--- src/rtl/int_sequencer_if.sv ---
// Data-memory request/grant port shared by the
// interrupt sequencer and the memory arbiter.
interface int_sequencer_if #(
  parameter int DATA_W = 32,
  parameter int ADDR_W = 32
);
  logic              mem_req;
  logic              mem_we;
  logic [ADDR_W-1:0] mem_addr;
  logic [DATA_W-1:0] mem_wdata;
  logic              mem_gnt;
  logic [DATA_W-1:0] mem_rdata;

  modport master (
    output mem_req,
    output mem_we,
    output mem_addr,
    output mem_wdata,
    input  mem_gnt,
    input  mem_rdata
  );

  modport slave (
    input  mem_req,
    input  mem_we,
    input  mem_addr,
    input  mem_wdata,
    output mem_gnt,
    output mem_rdata
  );
endinterface

--- src/rtl/int_sequencer.sv ---
// Hardware-interrupt entry and RTI return sequencer:
// drains, pushes PC/flags, vectors, or pops them back.
module int_sequencer #(
  parameter int DATA_W          = 32,
  parameter int ADDR_W          = 32,
  parameter int FLAG_W          = 4,
  parameter int INT_VECTOR_ADDR = 1,
  parameter int DRAIN_CYCLES    = 3
) (
  input  logic              clk,
  input  logic              rst,
  input  logic              irq,
  input  logic              rti_start,
  input  logic [DATA_W-1:0] pc_in,
  input  logic [FLAG_W-1:0] flags_in,
  input  logic [ADDR_W-1:0] sp_in,
  int_sequencer_if.master   mem,
  output logic              sp_dec,
  output logic              sp_inc,
  output logic              pc_load,
  output logic [DATA_W-1:0] pc_load_value,
  output logic              flags_load,
  output logic [FLAG_W-1:0] flags_value,
  output logic              hw_int_active,
  output logic              stall,
  output logic              flush,
  output logic              irq_ack,
  output logic              busy
);

  localparam int CNT_W =
    (DRAIN_CYCLES > 1) ? $clog2(DRAIN_CYCLES) : 1;

  localparam logic [CNT_W-1:0] DRAIN_LOAD =
    (DRAIN_CYCLES > 0) ? CNT_W'(DRAIN_CYCLES - 1) : '0;

  localparam logic [ADDR_W-1:0] VEC_ADDR =
    ADDR_W'(INT_VECTOR_ADDR);

  typedef enum logic [2:0] {
    IDLE,
    DRAIN,
    PUSH_PC,
    PUSH_FL,
    VEC,
    POP_FL,
    POP_PC,
    DONE
  } state_t;

  state_t            state;
  state_t            state_nx;
  logic [CNT_W-1:0]  cnt;
  logic [DATA_W-1:0] pc_q;
  logic [FLAG_W-1:0] fl_q;
  logic              gnt;
  logic [ADDR_W-1:0] pop_addr;
  logic [DATA_W-1:0] fl_ext;

  assign gnt      = mem.mem_gnt & ~rst;
  assign pop_addr = sp_in + ADDR_W'(1);
  assign fl_ext   = {{(DATA_W-FLAG_W){1'b0}}, fl_q};

  // State, drain counter and PC/flags snapshot taken while idle
  always_ff @(posedge clk) begin
    if (rst) begin
      state <= IDLE;
      cnt   <= '0;
      pc_q  <= '0;
      fl_q  <= '0;
    end else begin
      state <= state_nx;
      if (state == IDLE) begin
        pc_q <= pc_in;
        fl_q <= flags_in;
        cnt  <= DRAIN_LOAD;
      end else if (state == DRAIN) begin
        cnt <= cnt - CNT_W'(1);
      end
    end
  end

  // Next state, bus request and grant-gated pulses
  always_comb begin
    state_nx      = state;
    mem.mem_req   = 1'b0;
    mem.mem_we    = 1'b0;
    mem.mem_addr  = '0;
    mem.mem_wdata = '0;
    sp_dec        = 1'b0;
    sp_inc        = 1'b0;
    pc_load       = 1'b0;
    pc_load_value = '0;
    flags_load    = 1'b0;
    flags_value   = '0;
    hw_int_active = 1'b0;
    stall         = 1'b0;
    flush         = 1'b0;
    irq_ack       = 1'b0;
    busy          = (state != IDLE);
    unique case (state)
      IDLE: begin
        if (rti_start) begin
          state_nx = POP_FL;
        end else if (irq) begin
          state_nx = (DRAIN_CYCLES == 0) ?
                     PUSH_PC : DRAIN;
        end
      end
      DRAIN: begin
        hw_int_active = 1'b1;
        stall         = 1'b1;
        if (cnt == '0) state_nx = PUSH_PC;
      end
      PUSH_PC: begin
        hw_int_active = 1'b1;
        stall         = 1'b1;
        mem.mem_req   = 1'b1;
        mem.mem_we    = 1'b1;
        mem.mem_addr  = sp_in;
        mem.mem_wdata = pc_q;
        if (gnt) begin
          sp_dec   = 1'b1;
          state_nx = PUSH_FL;
        end
      end
      PUSH_FL: begin
        hw_int_active = 1'b1;
        stall         = 1'b1;
        mem.mem_req   = 1'b1;
        mem.mem_we    = 1'b1;
        mem.mem_addr  = sp_in;
        mem.mem_wdata = fl_ext;
        if (gnt) begin
          sp_dec   = 1'b1;
          state_nx = VEC;
        end
      end
      VEC: begin
        hw_int_active = 1'b1;
        stall         = 1'b1;
        mem.mem_req   = 1'b1;
        mem.mem_addr  = VEC_ADDR;
        if (gnt) begin
          pc_load       = 1'b1;
          pc_load_value = mem.mem_rdata;
          irq_ack       = 1'b1;
          state_nx      = DONE;
        end
      end
      POP_FL: begin
        stall        = 1'b1;
        mem.mem_req  = 1'b1;
        mem.mem_addr = pop_addr;
        if (gnt) begin
          sp_inc      = 1'b1;
          flags_load  = 1'b1;
          flags_value = mem.mem_rdata[FLAG_W-1:0];
          state_nx    = POP_PC;
        end
      end
      POP_PC: begin
        stall        = 1'b1;
        mem.mem_req  = 1'b1;
        mem.mem_addr = pop_addr;
        if (gnt) begin
          sp_inc        = 1'b1;
          pc_load       = 1'b1;
          pc_load_value = mem.mem_rdata;
          state_nx      = DONE;
        end
      end
      DONE: begin
        flush    = 1'b1;
        state_nx = IDLE;
      end
    endcase
  end

endmodule

--- src/flat_wrapper.sv ---
// flat-port wrapper written by rule: the top's interface ports become plain ports
module int_sequencer_flat 
#(
  parameter int DATA_W          = 32,
  parameter int ADDR_W          = 32,
  parameter int FLAG_W          = 4,
  parameter int INT_VECTOR_ADDR = 1,
  parameter int DRAIN_CYCLES    = 3
)
  (clk, rst, irq, rti_start, pc_in, flags_in, sp_in, sp_dec, sp_inc, pc_load, pc_load_value, flags_load, flags_value, hw_int_active, stall, flush, irq_ack, busy, mem_mem_req, mem_mem_we, mem_mem_addr, mem_mem_wdata, mem_mem_gnt, mem_mem_rdata);
  int_sequencer_if #(.DATA_W(DATA_W), .ADDR_W(ADDR_W)) mem_i ();
  input  logic clk;
  input  logic rst;
  input  logic irq;
  input  logic rti_start;
  input  logic [DATA_W-1:0] pc_in;
  input  logic [FLAG_W-1:0] flags_in;
  input  logic [ADDR_W-1:0] sp_in;
  output logic sp_dec;
  output logic sp_inc;
  output logic pc_load;
  output logic [DATA_W-1:0] pc_load_value;
  output logic flags_load;
  output logic [FLAG_W-1:0] flags_value;
  output logic hw_int_active;
  output logic stall;
  output logic flush;
  output logic irq_ack;
  output logic busy;
  output wire logic [$bits(mem_i.mem_req)-1:0] mem_mem_req;
  output wire logic [$bits(mem_i.mem_we)-1:0] mem_mem_we;
  output wire logic [$bits(mem_i.mem_addr)-1:0] mem_mem_addr;
  output wire logic [$bits(mem_i.mem_wdata)-1:0] mem_mem_wdata;
  input wire logic [$bits(mem_i.mem_gnt)-1:0] mem_mem_gnt;
  input wire logic [$bits(mem_i.mem_rdata)-1:0] mem_mem_rdata;
  assign mem_mem_req = mem_i.mem_req;
  assign mem_mem_we = mem_i.mem_we;
  assign mem_mem_addr = mem_i.mem_addr;
  assign mem_mem_wdata = mem_i.mem_wdata;
  assign mem_i.mem_gnt = mem_mem_gnt;
  assign mem_i.mem_rdata = mem_mem_rdata;
  int_sequencer #(.DATA_W(DATA_W), .ADDR_W(ADDR_W), .FLAG_W(FLAG_W), .INT_VECTOR_ADDR(INT_VECTOR_ADDR), .DRAIN_CYCLES(DRAIN_CYCLES)) u_core (.clk(clk), .rst(rst), .irq(irq), .rti_start(rti_start), .pc_in(pc_in), .flags_in(flags_in), .sp_in(sp_in), .mem(mem_i), .sp_dec(sp_dec), .sp_inc(sp_inc), .pc_load(pc_load), .pc_load_value(pc_load_value), .flags_load(flags_load), .flags_value(flags_value), .hw_int_active(hw_int_active), .stall(stall), .flush(flush), .irq_ack(irq_ack), .busy(busy));
endmodule
--- config.mk ---
export PLATFORM = sky130hd
export DESIGN_NAME = int_sequencer_flat
export DESIGN_NICKNAME = d
export VERILOG_FILES = /design/src/rtl/int_sequencer_if.sv /design/src/rtl/int_sequencer.sv /design/src/flat_wrapper.sv
export SDC_FILE = /design/constraint.sdc
export NUM_CORES = 1
export LEC_CHECK = 0
export CORE_ASPECT_RATIO = 1.75
export CORE_MARGIN = 2
export CORE_UTILIZATION = 42
export CTS_CLUSTER_DIAMETER = 150
export DETAILED_ROUTE_END_ITERATION = 16
export HOLD_SLACK_MARGIN = 0.05
export PLACE_DENSITY = 0.89
export REMOVE_ABC_BUFFERS = 1
export SYNTH_ARGS = -nofsm -noshare
export SYNTH_HDL_FRONTEND = slang
export SYNTH_SLANG_ARGS = --single-unit
--- constraint.sdc ---
create_clock -name clk -period 3.54 [get_ports clk]
set_input_delay 0.354 -clock clk [delete_from_list [all_inputs] [get_ports clk]]
set_output_delay 0.354 -clock clk [all_outputs]
set_load 0.005 [all_outputs]
Yosys cells after proc, flatten, opt, wreduce, memory -nomap -nowiden:

Cells that the tools add are included.

* equality and inequality tests: 13
* mux-type cells: 27
* bitwise gates (word level): 2
* reduce and logical (&&, ||, !) cells: 12
* add/subtract/negate cells: 2

Operators with widths (number)
* 32-bit case mux with 3 select lines: 1
* 32-bit 2-to-1 mux: 2
* 32-bit case mux with 2 select lines: 1
* 32-bit by 1-bit adder with 32-bit output (second input constant): 1
* 3-bit 2-to-1 mux: 7
* 3-bit case mux with 7 select lines: 1
* 3-bit equality test (second input constant): 4
* 1-bit 2-to-1 mux: 11
* 4-bit 2-to-1 mux: 2
* 2-bit by 1-bit != test with 1-bit output (second input constant): 4
* 2-bit OR reduction: 4
* 3-bit by 2-bit equality test with 1-bit output (second input constant): 2
* 6-bit AND reduction: 1
* 6-bit OR reduction: 1
* 5-bit OR reduction: 1
* 2-bit 2-to-1 mux: 2
* 4-bit OR reduction: 1
* 3-bit by 1-bit equality test with 1-bit output (second input constant): 1
* 3-bit logical NOT: 1
* 3-bit != test (second input constant): 1
* 3-bit nonzero test: 1
* 2-bit logical NOT: 1
* 2-bit != test (second input constant): 1
* 2-bit nonzero test: 1
* 3 further kinds: 3

* bits of input ports: 105
* output and inout bits: 111
* logic and storage cells: 61
* register bits: 41

Longest topological paths before layout:

Gate-level depths: netlist of run 1.

* depth after elaboration: 4
* depth in mapped cells: 7
* depth with buffers taken out: 6

Least setup slack after synthesis of run 1:

OpenSTA, ideal clock, no wires.

* kind: input to output
* start: in sp_in[6]
* end: out mem_mem_addr[26]
* setup slack: 1.552 ns
* path buffers: 1
* stages on the path: 6
* data arrival time: 1.634 ns
* cell sequence: buf_2 -> and4_4 -> nand2_4 -> nor4_4 -> mux2_1 -> o211ai_1

* longest elaborated chain between the ends: 2

Ends and longest elaborated chain
* start: declaration: line flat_wrapper.sv:18 `input logic [ADDR_W-1:0] sp_in;`
* 32-bit by 1-bit adder with 32-bit output: line int_sequencer.sv:61 `assign pop_addr = sp_in + ADDR_W'(1);`
* 32-bit case mux with 3 select lines: line int_sequencer.sv:101 `unique case (state)`
* end: declaration: line flat_wrapper.sv:32 `output wire logic [$bits(mem_i.mem_addr)-1:0] mem_mem_addr;`

Every way passes these cells.

Final worst setup path of run 1:

* start: in sp_in[12]
* end: out mem_mem_addr[27]

The elaborated chain is that of the path after synthesis.

==> impl_metrics.env, run 1 <==
export IMPL_clkLatencyLatePin_ns=0.28
export IMPL_drive_gt1_share_pct=7.21
export IMPL_syn2layout_area_growth_pct=65.6
export IMPL_drc=0
export IMPL_track_usage_pct=30.4
export IMPL_drt_iter0_markers=335
export IMPL_clk_pin_slew_ns=0.06
export IMPL_grt_max_degree=42
export IMPL_ys_warnings_count=0
export IMPL_postSynthAreaPerCell_um2=6.91
export IMPL_finalPower_w=0.00339
export IMPL_vias_per_cell=5.62
export IMPL_p_per_area_nw_per_um2=564
export IMPL_period_minus_slack_ns=3.26
export IMPL_core_um2=8370
export IMPL_crit_chain="clkdlybuf4s50_1, and4_4, and4b_1, nand4_1, o211ai_1, a31o_1, clkdlybuf4s50_1"
export IMPL_fillers=680
export IMPL_final_setup_skew_ns=0.00184
export IMPL_final_cell_mix="clkdlybuf4s50_1 (215), nand2_1 (101), a21oi_1 (51)"
export IMPL_cts_hold_buf=0
export IMPL_slew_violations=0
export IMPL_root_buffer="clkbuf_16"
export IMPL_p_sw_share_pct=43.9
export IMPL_antenna_found_initial=0
export IMPL_cts_post_setup_buffers_inserted=0
export IMPL_fin_tns_setup_ns=0
export IMPL_clockBufferDepth=2
export IMPL_syn_inst=525
export IMPL_setup_violations=0
export IMPL_crit_top_cell="clkdlybuf4s50_1"
export IMPL_min_period_over_period_pct=92.0
export IMPL_rsz0062_at_grt="false"
export IMPL_dieArea_um2=9430
export IMPL_cts_tree="built"
export IMPL_fp_dieH_um=127
export IMPL_num_rows=44
export IMPL_min_delay_path_class="flop to flop"
export IMPL_yosysSeqAreaShare_pct=22.6
export IMPL_final_common_cell="clkdlybuf4s50_1"
export IMPL_critPathBufInv=2
export IMPL_max_cap_viol_count=0
export IMPL_internal_power_w=0.00190
export IMPL_syn_area_um2=3630
export IMPL_nets=828
export IMPL_finalHoldViolCount=0
export IMPL_die_w_um=74.3
export IMPL_cp_start_kind="primary input"
export IMPL_crit_fanout=11
export IMPL_io_pins=216
export IMPL_wirelength_mm=14.4
export IMPL_port_buffers=215
export IMPL_post_drt_wl_per_cell_um=17.2
export IMPL_worst_slew_pin_transition_ns=0.606
export IMPL_slowest_delay_ns=0.65
export IMPL_ir_drop_mv=0.865
export IMPL_gp_congestion=0.887
export IMPL_max_slew_margin_rel_pct=59.6
export IMPL_ys_seq_elements=41
export IMPL_p_sw_w=0.00149
export IMPL_start_util_pct=43.4
export IMPL_crit_slowest_cell="clkdlybuf4s50_1"
export IMPL_cts_made_buffers=5
export IMPL_fmax_mhz=307
export IMPL_overflow=0
export IMPL_async_reset_ff_share_pct=0
export IMPL_cts_sinks=41
export IMPL_first_pass_iters=5
export IMPL_seqPwrFrac_pct=22.2
export IMPL_synth_distinct_cells=66
export IMPL_cts_resized=0
export IMPL_crit_family="buffers and inverters"
export IMPL_cp_arrival_ns=2.90
export IMPL_status="completed"
export IMPL_clockPowerShare_pct=12.8
export IMPL_synth_edf_count=0
export IMPL_required_ns=3.19
export IMPL_htreeDepth=2
export IMPL_combinationalPowerShare_pct=65.0
export IMPL_hpwl_mm=10.6
export IMPL_grt_pass1_wl_mm=22.8
export IMPL_synth_main_ff_cell="dfxtp_1"
export IMPL_diodes=0
export IMPL_crit_type="primary input to primary output"
export IMPL_worst_setup_path_end_kind="primary output"
export IMPL_grt_pass1_vias=4614
export IMPL_vias=4701
export IMPL_p_leak_nw=2.34
export IMPL_postRouteAntennaNets=0
==> worst reg2reg max path: stages, from the launching register on <==
cell and delay, ns:
dfxtp_1 0.49, buf_4 0.28, nor3_4 0.33, buf_4 0.31, o21ai_0 0.12, o221ai_1 0.17
a21oi_1 0.17, a311oi_1 0.35
==> synth_stat cells, types with 9 or more instances <==
master,count,area share [%]
nand3_1,18,2.5
xnor2_1,10,2.4
nand2_1,101,10
and2_1,42,7.2
clkbuf_1,27,2.8
dfxtp_1,41,23
and3_1,34,5.9
nand4_1,9,1.6
o21ai_0,20,2.8
a21oi_1,51,7.0
buf_2,12,1.7
nor2_1,28,2.9
==> metrics by stage <==
step	setup slack, ns	hold WS, ns	cells	util, %	instance area [um^2]
5_1_grt	0.176	0.472	836	71.8	6010
3_3_place_gp	0.394	0.438	828	70.2	5870
6_report	0.283	0.455	836	71.8	6010
3_5_place_dp	0.333	0.444	828	70.2	5870
4_1_cts	0.331	0.451	836	71.8	6010
2_1_floorplan	0.790	0.423	480	-	3430
==> worst paths after layout <==
path / from / to / slack (ns) / cells past startpoint
worst max-delay path: sp_in[12] / mem_mem_addr[27] / 0.28 / 7
worst min-delay path: u_core.pc_q[5] / u_core.pc_q[5] / 0.46 / 2
worst min register to register: u_core.pc_q[5] / u_core.pc_q[5] / 0.46 / 2
worst max register to register: u_core.state[1] / u_core.state[1] / 1.21 / 7
==> cell type report <==
cell class	instances	area [um^2]	area share, %
clock buffer	6	129	2.14
clock inverter	2	10.0	0.167
inverter	8	30.0	0.500
multi-input combinational	431	2590	43.1
sequential	41	821	13.7
tap	115	144	2.39
timing repair buffer	233	2290	38.1
==> sequential cells by signal, summed over array words and instances (netlist names) <==
| name | cells |
|---|---|
| u_core.pc_q | 32 |
| u_core.fl_q | 4 |
| u_core.state | 3 |
| u_core.cnt | 2 |
==> metal layers <==
| metal | wire length (um) | part of all wire, % | up-vias | global-route usage (%) |
|---|---|---|---|---|
| met5 | 0 | 0 | - | 0 |
| met4 | 470 | 3.3 | 0 | 14.5 |
| met3 | 1220 | 8.5 | 42 | 7.81 |
| met2 | 7250 | 50 | 237 | 50.7 |
| met1 | 5430 | 38 | 2180 | 35.6 |
| li1 | - | - | 2242 | - |
==> power groups by stage <==
stage                     clock [W]  combinational, W  sequential [W]
after floorplan                   0          0.000984        0.000777
after global placement            0           0.00214        0.000743
after detailed placement          0           0.00217        0.000757
after CTS                  0.000438           0.00219        0.000749
after global routing       0.000458           0.00242        0.000770
final                      0.000434           0.00221        0.000752
==> cells by family after synthesis <==
family | share of synthesized area, %
muxes | 2.52
and+or+nand+nor | 43.6
adders and majority gates | 1.31
xor gates and xnor gates | 3.86
AOI/OAI and AO/OA | 19.8
buffers and inverters | 6.24
DFF | 22.6
No activity file was read; power rests on OpenSTA's default activity.
==> run 2: changes to the inputs <==
Settings changed: CAP_MARGIN set to 5.
==> results of run 2 <==
The final DEF is identical to that of run 1; final timing and power are the same.
